`src/rtl/mandel_pkg.sv`:
```
// Shared types and default geometry for the Mandelbrot pixel generator.
// Slots carry their state, the raster tag of the dispatched pixel and its depth.
package mandel_pkg;

  localparam int X_SIZE  = 640;
  localparam int Y_SIZE  = 480;
  localparam int X_W     = 10;
  localparam int Y_W     = 9;
  localparam int DEPTH_W = 10;

  typedef enum logic [1:0] {
    IDLE = 2'd0,
    BUSY = 2'd1,
    DONE = 2'd2
  } slot_state_t;

  typedef struct packed {
    slot_state_t          state;
    logic [X_W-1:0]       x;
    logic [Y_W-1:0]       y;
    logic [DEPTH_W-1:0]   depth;
  } slot_t;

endpackage

```
`src/rtl/engine_slot.sv`:
```
// Bookkeeping for one depth engine: IDLE/BUSY/DONE state, pixel tag, latched depth
// and a sticky flag for done pulses that arrive when the engine was not started.
module engine_slot
  import mandel_pkg::*;
(
  input  logic               clk_i,
  input  logic               rst_ni,
  input  logic               dispatch_i,
  input  logic [X_W-1:0]     tag_x_i,
  input  logic [Y_W-1:0]     tag_y_i,
  input  logic               done_i,
  input  logic [DEPTH_W-1:0] depth_i,
  input  logic               retire_i,
  output slot_t              slot_o,
  output logic               proto_err_o
);

  slot_t slot_q;
  logic  err_q;

  always_ff @(posedge clk_i or negedge rst_ni) begin
    if (!rst_ni) begin
      slot_q <= '0;
      err_q  <= 1'b0;
    end else begin
      // A done pulse outside BUSY is flagged but never changes the slot.
      if (done_i && (slot_q.state != BUSY)) err_q <= 1'b1;
      case (slot_q.state)
        IDLE: if (dispatch_i) begin
          slot_q.state <= BUSY;
          slot_q.x     <= tag_x_i;
          slot_q.y     <= tag_y_i;
        end
        BUSY: if (done_i) begin
          slot_q.state <= DONE;
          slot_q.depth <= depth_i;
        end
        DONE: if (retire_i) slot_q.state <= IDLE;
        default: slot_q.state <= IDLE;
      endcase
    end
  end

  assign slot_o      = slot_q;
  assign proto_err_o = err_q;

endmodule

```
`src/rtl/depth_engine_scheduler.sv`:
```
// Round-robin dispatch of raster pixels to NUM_ENGINES depth engines with strictly
// in-order retirement, so the output stream stays in raster order for any latencies.
module depth_engine_scheduler
  import mandel_pkg::*;
#(
  parameter int NUM_ENGINES = 4,
  parameter int X_SIZE      = mandel_pkg::X_SIZE,
  parameter int Y_SIZE      = mandel_pkg::Y_SIZE
) (
  input  logic                           out_stream_aclk,
  input  logic                           periph_resetn,
  input  logic                           run,
  output logic [NUM_ENGINES-1:0]         eng_start,
  output logic [X_W-1:0]                 eng_x,
  output logic [Y_W-1:0]                 eng_y,
  input  logic [NUM_ENGINES-1:0]         eng_done,
  input  logic [NUM_ENGINES*DEPTH_W-1:0] eng_depth,
  output logic                           pix_valid,
  input  logic                           pix_ready,
  output logic [DEPTH_W-1:0]             pix_depth,
  output logic [X_W-1:0]                 pix_x,
  output logic [Y_W-1:0]                 pix_y,
  output logic                           pix_sof,
  output logic                           pix_eol,
  output logic                           frame_done,
  output logic                           proto_err
);

  localparam int             PTR_W  = $clog2(NUM_ENGINES);
  localparam logic [X_W-1:0] X_LAST = X_W'(X_SIZE - 1);
  localparam logic [Y_W-1:0] Y_LAST = Y_W'(Y_SIZE - 1);

  slot_t                  slots [NUM_ENGINES];
  logic [NUM_ENGINES-1:0] slot_err;
  logic [NUM_ENGINES-1:0] dispatch_v;
  logic [NUM_ENGINES-1:0] retire_v;

  logic [PTR_W-1:0]       d_ptr_q, r_ptr_q;
  logic [X_W-1:0]         x_q, eng_x_q;
  logic [Y_W-1:0]         y_q, eng_y_q;
  logic [NUM_ENGINES-1:0] eng_start_q;

  logic  fire, retire;
  slot_t r_slot;

  // A slot freed by retire only reads IDLE from the next cycle, so it cannot be
  // re-dispatched in its own retire cycle.
  assign fire   = run && (slots[d_ptr_q].state == IDLE);
  assign r_slot = slots[r_ptr_q];
  assign retire = pix_valid && pix_ready;

  for (genvar i = 0; i < NUM_ENGINES; i++) begin : g_slot
    assign dispatch_v[i] = fire   && (d_ptr_q == PTR_W'(i));
    assign retire_v[i]   = retire && (r_ptr_q == PTR_W'(i));

    engine_slot u_slot (
      .clk_i       (out_stream_aclk),
      .rst_ni      (periph_resetn),
      .dispatch_i  (dispatch_v[i]),
      .tag_x_i     (x_q),
      .tag_y_i     (y_q),
      .done_i      (eng_done[i]),
      .depth_i     (eng_depth[i*DEPTH_W +: DEPTH_W]),
      .retire_i    (retire_v[i]),
      .slot_o      (slots[i]),
      .proto_err_o (slot_err[i])
    );
  end

  always_ff @(posedge out_stream_aclk or negedge periph_resetn) begin
    if (!periph_resetn) begin
      d_ptr_q     <= '0;
      r_ptr_q     <= '0;
      x_q         <= '0;
      y_q         <= '0;
      eng_x_q     <= '0;
      eng_y_q     <= '0;
      eng_start_q <= '0;
    end else begin
      eng_start_q <= '0;
      if (fire) begin
        eng_start_q <= NUM_ENGINES'(1) << d_ptr_q;
        eng_x_q     <= x_q;
        eng_y_q     <= y_q;
        d_ptr_q     <= d_ptr_q + PTR_W'(1);
        if (x_q == X_LAST) begin
          x_q <= '0;
          y_q <= (y_q == Y_LAST) ? '0 : y_q + Y_W'(1);
        end else begin
          x_q <= x_q + X_W'(1);
        end
      end
      if (retire) r_ptr_q <= r_ptr_q + PTR_W'(1);
    end
  end

  assign eng_start  = eng_start_q;
  assign eng_x      = eng_x_q;
  assign eng_y      = eng_y_q;

  // Retire outputs come straight from slot registers; pix_ready only steers state.
  assign pix_valid  = (r_slot.state == DONE);
  assign pix_depth  = r_slot.depth;
  assign pix_x      = r_slot.x;
  assign pix_y      = r_slot.y;
  assign pix_sof    = pix_valid && (r_slot.x == '0) && (r_slot.y == '0);
  assign pix_eol    = pix_valid && (r_slot.x == X_LAST);
  assign frame_done = retire && (r_slot.x == X_LAST) && (r_slot.y == Y_LAST);
  assign proto_err  = |slot_err;

endmodule

```
`config.mk`:
```
export PLATFORM = sky130hd
export DESIGN_NAME = depth_engine_scheduler
export DESIGN_NICKNAME = d
export VERILOG_FILES = /design/src/rtl/mandel_pkg.sv /design/src/rtl/engine_slot.sv /design/src/rtl/depth_engine_scheduler.sv
export SDC_FILE = /design/constraint.sdc
export NUM_CORES = 1
export LEC_CHECK = 0
export BUFFER_PORTS_ARGS = -buffer_cell sky130_fd_sc_hd__buf_2
export CORE_ASPECT_RATIO = 2
export CORE_UTILIZATION = 40
export DETAILED_ROUTE_END_ITERATION = 8
export PLACE_DENSITY = 0.61
export SLEW_MARGIN = 30
export SYNTH_ARGS = -nofsm -noshare
export SYNTH_HDL_FRONTEND = slang
export SYNTH_SLANG_ARGS = --single-unit
```
`constraint.sdc`:
```
create_clock -name out_stream_aclk -period 2.15 [get_ports out_stream_aclk]
set_input_delay 0.1075 -clock out_stream_aclk [delete_from_list [all_inputs] [get_ports out_stream_aclk]]
set_output_delay 0.1075 -clock out_stream_aclk [all_outputs]
set_load 0.03 [all_outputs]
```
==> results.sh, run 1 <==
export IMPL_setup_tns_ns=-0.8338
export IMPL_vias=5239
export IMPL_synth_seq_cells=174
export IMPL_rows=72
export IMPL_critPathLaunchType="register"
export IMPL_hp_class="primary input to register"
export IMPL_crit_path_max_incr_delay_ns=0.58
export IMPL_maxCapViolations=0
export IMPL_dieWidth_um=101.4
export IMPL_wl_per_cell_um=20.00
export IMPL_fin_ws_ns=-0.4109
export IMPL_timing_fmax_mhz=390.5
export IMPL_finalSetupViolCount=3
export IMPL_post_route_util_pct=52.87
export IMPL_yosysWarnings=0
export IMPL_p_per_area_mw_per_mm2=1295
export IMPL_antenna_found_initial=0
export IMPL_rsz0062_at_grt="true"
export IMPL_grt_max_degree=59
export IMPL_outcome="finished, violations left"
export IMPL_syn_to_final_growth_pct=29.55
export IMPL_slew_violations=0
export IMPL_initial_core_util_pct=40.81
export IMPL_avgSynthCellArea_um2=14.48
export IMPL_numPortBuffers=104
export IMPL_required_ns=2.04
export IMPL_fin_nets=784
export IMPL_fp_dieH_um=200.8
export IMPL_relSlewSlack_pct=49.78
export IMPL_synth_net_count=604
export IMPL_insertion_delay_ns=0.43
export IMPL_synth_top_area_share_pct=55.08
export IMPL_worst_path_max_delay_cell="or4_4"
export IMPL_via_per_inst=5.249
export IMPL_period_needed_ns=2.561
export IMPL_ys_seq_area_share_pct=55.08
export IMPL_max_clock_path_buffers=2
export IMPL_crit_chain="buf_12 -> mux4_2 -> or4_4 -> nor4_4 -> buf_6"
export IMPL_ys_types=45
export IMPL_cts_root_buffer="clkbuf_16"
export IMPL_synth_top_area_cell="dfrtp_1"
export IMPL_drtPass1Iterations=4
export IMPL_drt_iter0_drc=170
export IMPL_synthTopCellsByArea="dfrtp_1, mux2_2, mux4_2"
export IMPL_dp_cells=916
export IMPL_cts_clk_slew_worst_paths_ns=0.07
export IMPL_htreeDepth=4
export IMPL_design_core_area_mm2=0.01937
export IMPL_skew_ns=0.008959
export IMPL_antennaDiodeCount=0
export IMPL_dieArea_mm2=0.02036
export IMPL_place_ws_ns=-0.005400
export IMPL_io_pins=105
export IMPL_grt_ovfl_total=0
export IMPL_gp_congestion=0.8366
export IMPL_p_leak_uw=0.004908
export IMPL_layoutNonFillerInstCount=998
export IMPL_grt_pass1_wl_mm=31.73
export IMPL_cts_tree="built"
export IMPL_cp_arrival_ns=2.45
export IMPL_worst_r2r_setup_slack_ns=0.07
export IMPL_place_hpwl_mm=14.18
export IMPL_crit_path_end_kind="primary output"
export IMPL_path_class="register to primary output"
export IMPL_drc=0
export IMPL_violations="negative setup slack"
export IMPL_routed_wl_mm=19.96
export IMPL_holdWs_ns=0.05781
export IMPL_crit_fanout=7
export IMPL_peakVddDrop_mv=0.6707
export IMPL_netlist_instances=546
export IMPL_cts_sinks=174
export IMPL_worst_pin_slew_ns=0.7510
export IMPL_syn_area_mm2=0.007905
export IMPL_cts_made_buffers=17
export IMPL_ant_nets=0
export IMPL_timing_final_crit_share_pct=119.1
export IMPL_hold_viol_final=0
export IMPL_grt_pass1_vias=5879
export IMPL_track_usage_pct=21.23
export IMPL_drive_gt1_share_pct=51.69
[through the flow]
step / instance area [µm²] / power [µW]
finish: 10240 / 13260
CTS: 10210 / 13320
detailed placement: 9052 / 9940
global route: 10240 / 13990
global placement: 9052 / 9801
floorplan: 7910 / 8174
[worst paths after layout]
kind | from | endpoint | cells after the start
worst max-delay path | r_ptr_q[0] | pix_sof | 5
worst min-delay path | pix_ready | g_slot[1].u_slot.slot_o[30] | 3
worst max register to register | r_ptr_q[0] | r_ptr_q[1] | 7
worst min register to register | g_slot[2].u_slot.proto_err_o | g_slot[2].u_slot.proto_err_o | 1
max in group asynchronous | periph_resetn | g_slot[1].u_slot.slot_o[4] | 3
min in group asynchronous | periph_resetn | g_slot[0].u_slot.slot_o[24] | 2
[state kept, by name, indices dropped and copies added (netlist names)]
signal	cells
d_ptr_q	2
eng_x	10
y_q	9
eng_start	4
r_ptr_q	2
x_q	10
g_slot.u_slot.proto_err_o	4
eng_y	9
g_slot.u_slot.slot_o	124
[cell usage after synthesis, drive strengths merged]
cell       n
nand4     15
nand2b     8
nor2b      5
o2bb2ai    2
a21bo      4
a31oi      2
o31ai      3
dfrtp    174
and3      13
mux2i      1
o41ai      4
o211ai     2
and4       1
nand3b     4
and4b      2
nor2       9
nand3     18
nor3b      1
buf       17
a21oi      1
nor3       2
and2       5
or4        2
ha        10
a22oi      1
or2        5
o21ai      8
o21a       1
nor4       5
inv        5
clkbuf    24
xnor2      8
mux2     139
nand2      8
a22o       1
mux4      32
a21o       4
[worst max-delay path: cells and delay by family, from the launching register on]
family / cells / cell delay, ns
AND/OR/NAND/NOR: 2 / 0.74
flip-flops: 1 / 0.44
multiplexers: 1 / 0.53
buffers and inverters: 2 / 0.32
[layout make-up]
type	instances	area [µm²]
fillers	1650	9128
flip-flops and latches	174	4355
multi-input cells	326	3396
repair buffers	202	1568
clock buffers	17	425.4
well taps	259	324.1
clock inverters	15	151.4
inverters	5	21.27
[layout by cell type (no fill, tap or decap), types with 3 or more instances in the layout]
cell / Yosys / routed
and3_1: 13 / 13
ha_1: 10 / 10
nor4_2: 1 / 3
clkbuf_16: 0 / 17
buf_2: 14 / 97
dfrtp_1: 174 / 173
a21o_1: 4 / 4
nor2_1: 9 / 9
clkinvlp_4: 0 / 4
mux2_2: 139 / 139
xnor2_1: 8 / 8
nand4_1: 15 / 15
buf_4: 0 / 36
nand2_1: 7 / 6
o21ai_0: 8 / 8
dlygate4sd3_1: 0 / 45
nand3_1: 18 / 18
inv_1: 5 / 4
nand3b_1: 4 / 4
nand2b_1: 8 / 7
a21bo_2: 4 / 4
nor2b_1: 5 / 5
or2_2: 4 / 4
and2_1: 5 / 4
inv_6: 0 / 5
mux4_2: 29 / 32
buf_6: 1 / 13
o41ai_1: 4 / 4
inv_8: 0 / 3
buf_12: 0 / 10
o31ai_1: 3 / 3
[power breakdown]
| group | switching, µW | internal [µW] |
|---|---|---|
| sequential | 458 | 4080 |
| clock | 1400 | 1640 |
| combinational | 2960 | 2740 |
[layer usage]
| layer | up-vias | global-route usage, % | wire [µm] |
|---|---|---|---|
| met3 | 31 | 3.412 | 564 |
| met4 | 0 | 10.66 | 798 |
| li1 | 2372 | - | - |
| met1 | 2699 | 21.21 | 7056 |
| met5 | - | 0 | 0 |
| met2 | 137 | 40.65 | 11540 |
[kinds of logic after synthesis]
group                    count (synthesis)  share of synthesized area (%)
buffers and inverters                   46                          2.517
AO/OA/AOI/OAI                           33                          3.055
flip-flops                             174                          55.08
adder cells (fa/ha/maj)                 10                          1.583
AND/OR/NAND/NOR                        103                          7.693
XOR/XNOR                                 8                         0.8864
multiplexers                           172                          29.19
[repair_timing]
| item | in CTS | in global routing |
|---|---|---|
| buffers inserted | 4 | 4 |
| setup endpoints to repair | 3 | 15 |
| cloned | 1 | 0 |
| endpoints found under the hold margin | 102 | 0 |
| gates resized for setup | 19 | 16 |
| hold buffers | 45 | 0 |
| pin swaps | 0 | 4 |
Power figures use the tool's default switching activity.
==> run 2: changes to the inputs <==
--- a/config.mk
+++ b/config.mk
@@ -10,6 +10,7 @@
 export CORE_UTILIZATION = 40
 export DETAILED_ROUTE_END_ITERATION = 8
 export PLACE_DENSITY = 0.61
+export REMOVE_ABC_BUFFERS = 1
 export SLEW_MARGIN = 30
 export SYNTH_ARGS = -nofsm -noshare
 export SYNTH_HDL_FRONTEND = slang
==> run 2 against run 1 <==
The flow still finishes with violations (negative setup slack); combinational power increased by 4.4%; critical path depth up 2; maximum frequency increased by 0.33%; via count is 2.4% higher; routed wire length up 0.54%; global-route usage grew 0.27 points; worst setup slack improved by 0.0083 ns; non-clock buffer count up 8.
==> results.sh, run 2 (synthesized netlist as in run 1, its figures left out) <==
export IMPL_wl_per_cell_um=19.95
export IMPL_design_core_area_mm2=0.01937
export IMPL_relSlewSlack_pct=56.37
export IMPL_grt_max_degree=55
export IMPL_fp_dieH_um=200.8
export IMPL_p_per_area_mw_per_mm2=1303
export IMPL_track_usage_pct=21.50
export IMPL_p_comb_share_pct=44.0
export IMPL_drc=0
export IMPL_rows=72
export IMPL_place_hpwl_mm=14.27
export IMPL_initial_core_util_pct=40.81
export IMPL_max_clock_path_buffers=2
export IMPL_p_clk_share_pct=22.3
export IMPL_finalPower_uw=13490
export IMPL_grt_ovfl_total=0
export IMPL_vias=5366
export IMPL_violations="negative setup slack"
export IMPL_crit_path_end_kind="primary output"
export IMPL_dieWidth_um=101.4
export IMPL_htreeDepth=4
export IMPL_antennaDiodeCount=0
export IMPL_outcome="finished, violations left"
export IMPL_critPathLaunchType="register"
export IMPL_period_needed_ns=2.553
export IMPL_critPathTopFamily="simple AND/OR/NAND/NOR gates"
export IMPL_setup_tns_ns=-1.101
export IMPL_insertion_delay_ns=0.45
export IMPL_cp_num_cells=7
export IMPL_syn_to_final_growth_pct=31.04
export IMPL_fin_ws_ns=-0.4025
export IMPL_crit_chain="buf_12 -> buf_4 -> mux4_2 -> nor4_4 -> nand2_1 -> nor4_2 -> buf_4"
export IMPL_drive_gt1_share_pct=51.27
export IMPL_crit_path_max_incr_delay_ns=0.54
export IMPL_cts_made_buffers=17
export IMPL_cts_tree="built"
export IMPL_timing_fmax_mhz=391.8
export IMPL_worst_path_max_delay_cell="mux4_2"
export IMPL_numPortBuffers=104
export IMPL_gp_congestion=0.7762
export IMPL_finalSetupViolCount=6
export IMPL_p_sw_share_pct=36.04
export IMPL_rsz0062_at_grt="true"
export IMPL_p_leak_uw=0.004976
export IMPL_required_ns=2.04
export IMPL_pwr_share_seq_pct=33.6
export IMPL_io_pins=105
export IMPL_grt_pass1_wl_mm=32.32
export IMPL_skew_ns=0.01041
export IMPL_power_net_switching_uw=4864
export IMPL_holdPathStages=3
export IMPL_antenna_found_initial=0
export IMPL_r2r_cells=5
export IMPL_dieArea_mm2=0.02036
export IMPL_hp_class="primary input to register"
export IMPL_peakVddDrop_mv=0.7124
export IMPL_ant_nets=0
export IMPL_grt_pass1_vias=6101
export IMPL_path_buf_inv=3
export IMPL_hold_viol_final=0
export IMPL_intPower_uw=8630
export IMPL_largest_reg_flops=124
export IMPL_routed_wl_mm=20.07
export IMPL_crit_fanout=5
export IMPL_cts_root_buffer="clkbuf_16"
export IMPL_drtPass1Iterations=4
export IMPL_layout_commonest_cell="dfrtp_1"
export IMPL_drt_iter0_drc=214
export IMPL_most_common_layout_cells="dfrtp_1, mux2_2, buf_2, dlygate4sd3_1, buf_4"
export IMPL_via_per_inst=5.334
export IMPL_cp_arrival_ns=2.45
export IMPL_fin_nets=792
export IMPL_slew_violations=0
export IMPL_path_class="register to primary output"
export IMPL_maxCapViolations=0
export IMPL_worst_pin_slew_ns=0.6525
export IMPL_cts_sinks=174
export IMPL_cts_clk_slew_worst_paths_ns=0.07
export IMPL_timing_final_crit_share_pct=118.7
export IMPL_crit_top_cell="buf_4"
run 2: changes by cell type in the layout (fill, tap and decap cells not counted), sizes merged:
| cell | before | now |
|---|---|---|
| buf | 157 | 165 |
| clkinv | 2 | 5 |
| clkinvlp | 4 | 1 |
| clkbuf | 17 | 19 |
| inv | 13 | 11 |
run 2: final cells by class:
class	instances	area, µm²
Fill cell	1620	9010
Sequential cell	174	4355
Multi-Input combinational cell	326	3367
Timing Repair Buffer	210	1722
Clock buffer	19	442.9
Tap cell	259	324.1
Clock inverter	13	126.4
Inverter	5	21.27
run 2: final timing paths:
kind | from | endpoint | slack, ns
setup / recovery | r_ptr_q[0] | pix_sof | -0.40
hold / removal | pix_ready | r_ptr_q[0] | 0.02
setup reg to reg | d_ptr_q[0] | eng_x[0] | 0.14
hold reg to reg | g_slot[1].u_slot.proto_err_o | g_slot[1].u_slot.proto_err_o | 0.46
max in group asynchronous | periph_resetn | g_slot[3].u_slot.slot_o[24] | 1.23
min in group asynchronous | periph_resetn | g_slot[0].u_slot.slot_o[5] | 0.17
run 2: stage by stage:
step,hold WS (ns),utilization (%),worst slack (ns),area [µm²],std cells
floorplan,-0.1881,-,-1.287,7725,505
global placement,0.08615,47.01,-0.08397,9105,920
detailed placement,0.1034,47.01,-0.06084,9105,920
CTS,0.0002877,53.28,-0.4413,10320,1005
global route,0.03411,53.48,-0.5327,10360,1006
finish,0.02124,53.48,-0.4025,10360,1006
run 2: timing repair:
| item | in CTS | in global routing |
|---|---|---|
| pin swaps | 5 | 1 |
| gates resized for setup | 35 | 14 |
| setup endpoints to repair | 15 | 16 |
| setup buffers | 7 | 1 |
| hold buffers | 45 | 0 |
| gates cloned | 1 | 0 |
| hold endpoints to repair | 96 | 0 |
run 2: routing by layer:
metal | global-route usage [%] | up-vias | share of wire [%]
met5 | 0 | - | 0
met4 | 8.644 | 0 | 2.5
met3 | 4.387 | 28 | 3.5
met2 | 41.33 | 140 | 59
met1 | 21.69 | 2798 | 35
li1 | - | 2400 | -
run 2: worst reg2reg max path, delay by kind of cell (launching register included):
kind	cells	cell delay [ns]
muxes	2	0.92
DFF	1	0.41
buffers and inverters	2	0.32
and+or+nand+nor	1	0.26
run 2: power by group through the flow:
stage | clock (µW) | combinational, µW | sequential, µW
after floorplan | 0 | 3130 | 4830
after global placement | 0 | 5320 | 4560
after detailed placement | 0 | 5460 | 4620
after CTS | 3090 | 5940 | 4540
after global routing | 3200 | 6340 | 4630
final | 3010 | 5940 | 4540
==> run 3: changes to the inputs <==
--- a/config.mk
+++ b/config.mk
@@ -6,10 +6,12 @@
 export NUM_CORES = 1
 export LEC_CHECK = 0
 export BUFFER_PORTS_ARGS = -buffer_cell sky130_fd_sc_hd__buf_2
+export CELL_PAD_IN_SITES_DETAIL_PLACEMENT = 0
+export CELL_PAD_IN_SITES_GLOBAL_PLACEMENT = 1
 export CORE_ASPECT_RATIO = 2
 export CORE_UTILIZATION = 40
 export DETAILED_ROUTE_END_ITERATION = 8
-export PLACE_DENSITY = 0.61
+export PLACE_DENSITY = 0.71
 export REMOVE_ABC_BUFFERS = 1
 export SLEW_MARGIN = 30
 export SYNTH_ARGS = -nofsm -noshare
==> run 3 against run 2 <==
The run still ends with negative setup slack left; via count increased by 0.41%; clock skew rose by 0.0037 ns; combinational power rose by 4.4%; sequential power is essentially flat.
==> results.sh, run 3 (synthesized netlist as in run 1, its figures left out) <==
export IMPL_syn_to_final_growth_pct=32.32
export IMPL_layoutNonFillerInstCount=1010
export IMPL_crit_fanout=8
export IMPL_vias=5388
export IMPL_grt_ovfl_total=0
export IMPL_post_route_util_pct=54.01
export IMPL_antenna_found_initial=0
export IMPL_hold_viol_final=0
export IMPL_place_hpwl_mm=14.45
export IMPL_design_core_area_mm2=0.01937
export IMPL_layout_commonest_cell="dfrtp_1"
export IMPL_insertion_delay_ns=0.43
export IMPL_dieArea_mm2=0.02036
export IMPL_most_common_layout_cells="dfrtp_1, mux2_2, buf_2, buf_4, dlygate4sd3_1"
export IMPL_initial_core_util_pct=40.81
export IMPL_path_class="register to primary output"
export IMPL_ant_nets=0
export IMPL_cts_clk_slew_worst_paths_ns=0.07
export IMPL_critPathLaunchType="register"
export IMPL_rows=72
export IMPL_drt_iter0_drc=126
export IMPL_p_per_area_mw_per_mm2=1323
export IMPL_htreeDepth=4
export IMPL_dp_cells=924
export IMPL_antennaDiodeCount=0
export IMPL_drtPass1Iterations=4
export IMPL_dieWidth_um=101.4
export IMPL_p_leak_uw=0.005022
export IMPL_timing_fmax_mhz=389.7
export IMPL_grt_pass1_wl_mm=31.88
export IMPL_crit_path_end_kind="primary output"
export IMPL_grt_max_degree=59
export IMPL_cts_made_buffers=17
export IMPL_fin_nets=797
export IMPL_peakVddDrop_mv=0.8270
export IMPL_maxCapViolations=0
export IMPL_track_usage_pct=21.10
export IMPL_wl_per_cell_um=19.93
export IMPL_crit_path_max_incr_delay_ns=0.57
export IMPL_worst_path_max_delay_cell="mux4_2"
export IMPL_period_needed_ns=2.566
export IMPL_gp_congestion=0.7917
export IMPL_worst_pin_slew_ns=0.6814
export IMPL_via_per_inst=5.335
export IMPL_finalSetupViolCount=9
export IMPL_relSlewSlack_pct=54.44
export IMPL_fp_dieH_um=200.8
export IMPL_crit_chain="buf_4 -> buf_12 -> mux4_2 -> nor4_2 -> nand2_1 -> nor4_2 -> buf_4"
export IMPL_slew_violations=0
export IMPL_place_ws_ns=-0.1218
export IMPL_required_ns=2.04
export IMPL_grt_pass1_vias=5983
export IMPL_drc=0
export IMPL_cts_root_buffer="clkbuf_16"
export IMPL_timing_final_crit_share_pct=119.3
export IMPL_cts_sinks=174
export IMPL_drive_gt1_share_pct=51.80
export IMPL_routed_wl_mm=20.13
export IMPL_numPortBuffers=104
export IMPL_rsz0062_at_grt="true"
export IMPL_cp_arrival_ns=2.46
export IMPL_hp_class="primary input to register"
export IMPL_outcome="finished, violations left"
export IMPL_max_clock_path_buffers=2
export IMPL_fin_ws_ns=-0.4158
export IMPL_cts_tree="built"
export IMPL_skew_ns=0.01407
export IMPL_io_pins=105
export IMPL_largest_reg_flops=124
export IMPL_finalPower_uw=13830
export IMPL_violations="negative setup slack"
run 3: what timing repair did:
| action | CTS | global route |
|---|---|---|
| buffers inserted | 8 | 1 |
| resized for setup | 42 | 27 |
| setup endpoints to repair | 22 | 23 |
| pin swaps | 4 | 2 |
| hold buffers | 45 | 0 |
| gates cloned | 1 | 0 |
| endpoints found under the hold margin | 103 | 0 |
run 3: worst paths after layout:
path                                               from  cells past startpoint                           end  slack [ns]
max                                          r_ptr_q[0]                      7                       pix_sof       -0.42
min                                           pix_ready                      3   g_slot[1].u_slot.slot_o[30]        0.05
max reg2reg                                  r_ptr_q[0]                      8                    r_ptr_q[1]        0.03
min reg2reg                g_slot[1].u_slot.proto_err_o                      1  g_slot[1].u_slot.proto_err_o        0.46
max in group asynchronous                 periph_resetn                      3                  eng_start[3]        1.17
min in group asynchronous                 periph_resetn                      2    g_slot[0].u_slot.slot_o[0]        0.23
run 3: layout make-up:
cell class | count | area, µm²
Clock buffer | 20 | 456.7
Clock inverter | 11 | 135.1
Fill cell | 1632 | 8909
Inverter | 5 | 18.77
Multi-Input combinational cell | 326 | 3379
Sequential cell | 174 | 4355
Tap cell | 259 | 324.1
Timing Repair Buffer | 215 | 1790
run 3: through the flow:
stage	hold WS (ns)	instance area (µm²)	TNS [ns]
4_1_cts	0.02120	10390	-1.839
6_report	0.04769	10460	-1.764
3_5_place_dp	0.1364	9110	-0.3453
2_1_floorplan	-0.1881	7725	-22.00
5_1_grt	0.05499	10460	-2.683
3_3_place_gp	0.1287	9110	-0.1974
run 3: power breakdown:
group / switching (µW) / internal [µW]
sequential: 456 / 4080
combinational: 3080 / 3120
clock: 1310 / 1780
total: 4850 / 8980
run 3: routing by layer:
| metal | part of all wire, % | global-route usage (%) | vias to the layer above |
|---|---|---|---|
| li1 | - | - | 2405 |
| met1 | 35 | 21.64 | 2784 |
| met2 | 58 | 39.65 | 154 |
| met3 | 3.6 | 4.178 | 45 |
| met4 | 3.6 | 9.834 | 0 |
| met5 | 0 | 0 | - |
run 3: worst max-delay path: cells and delay by family (launching register included):
kind,cells,cell delay [ns]
flops,1,0.37
simple gates,3,0.61
buf+inv,3,0.46
mux,1,0.57
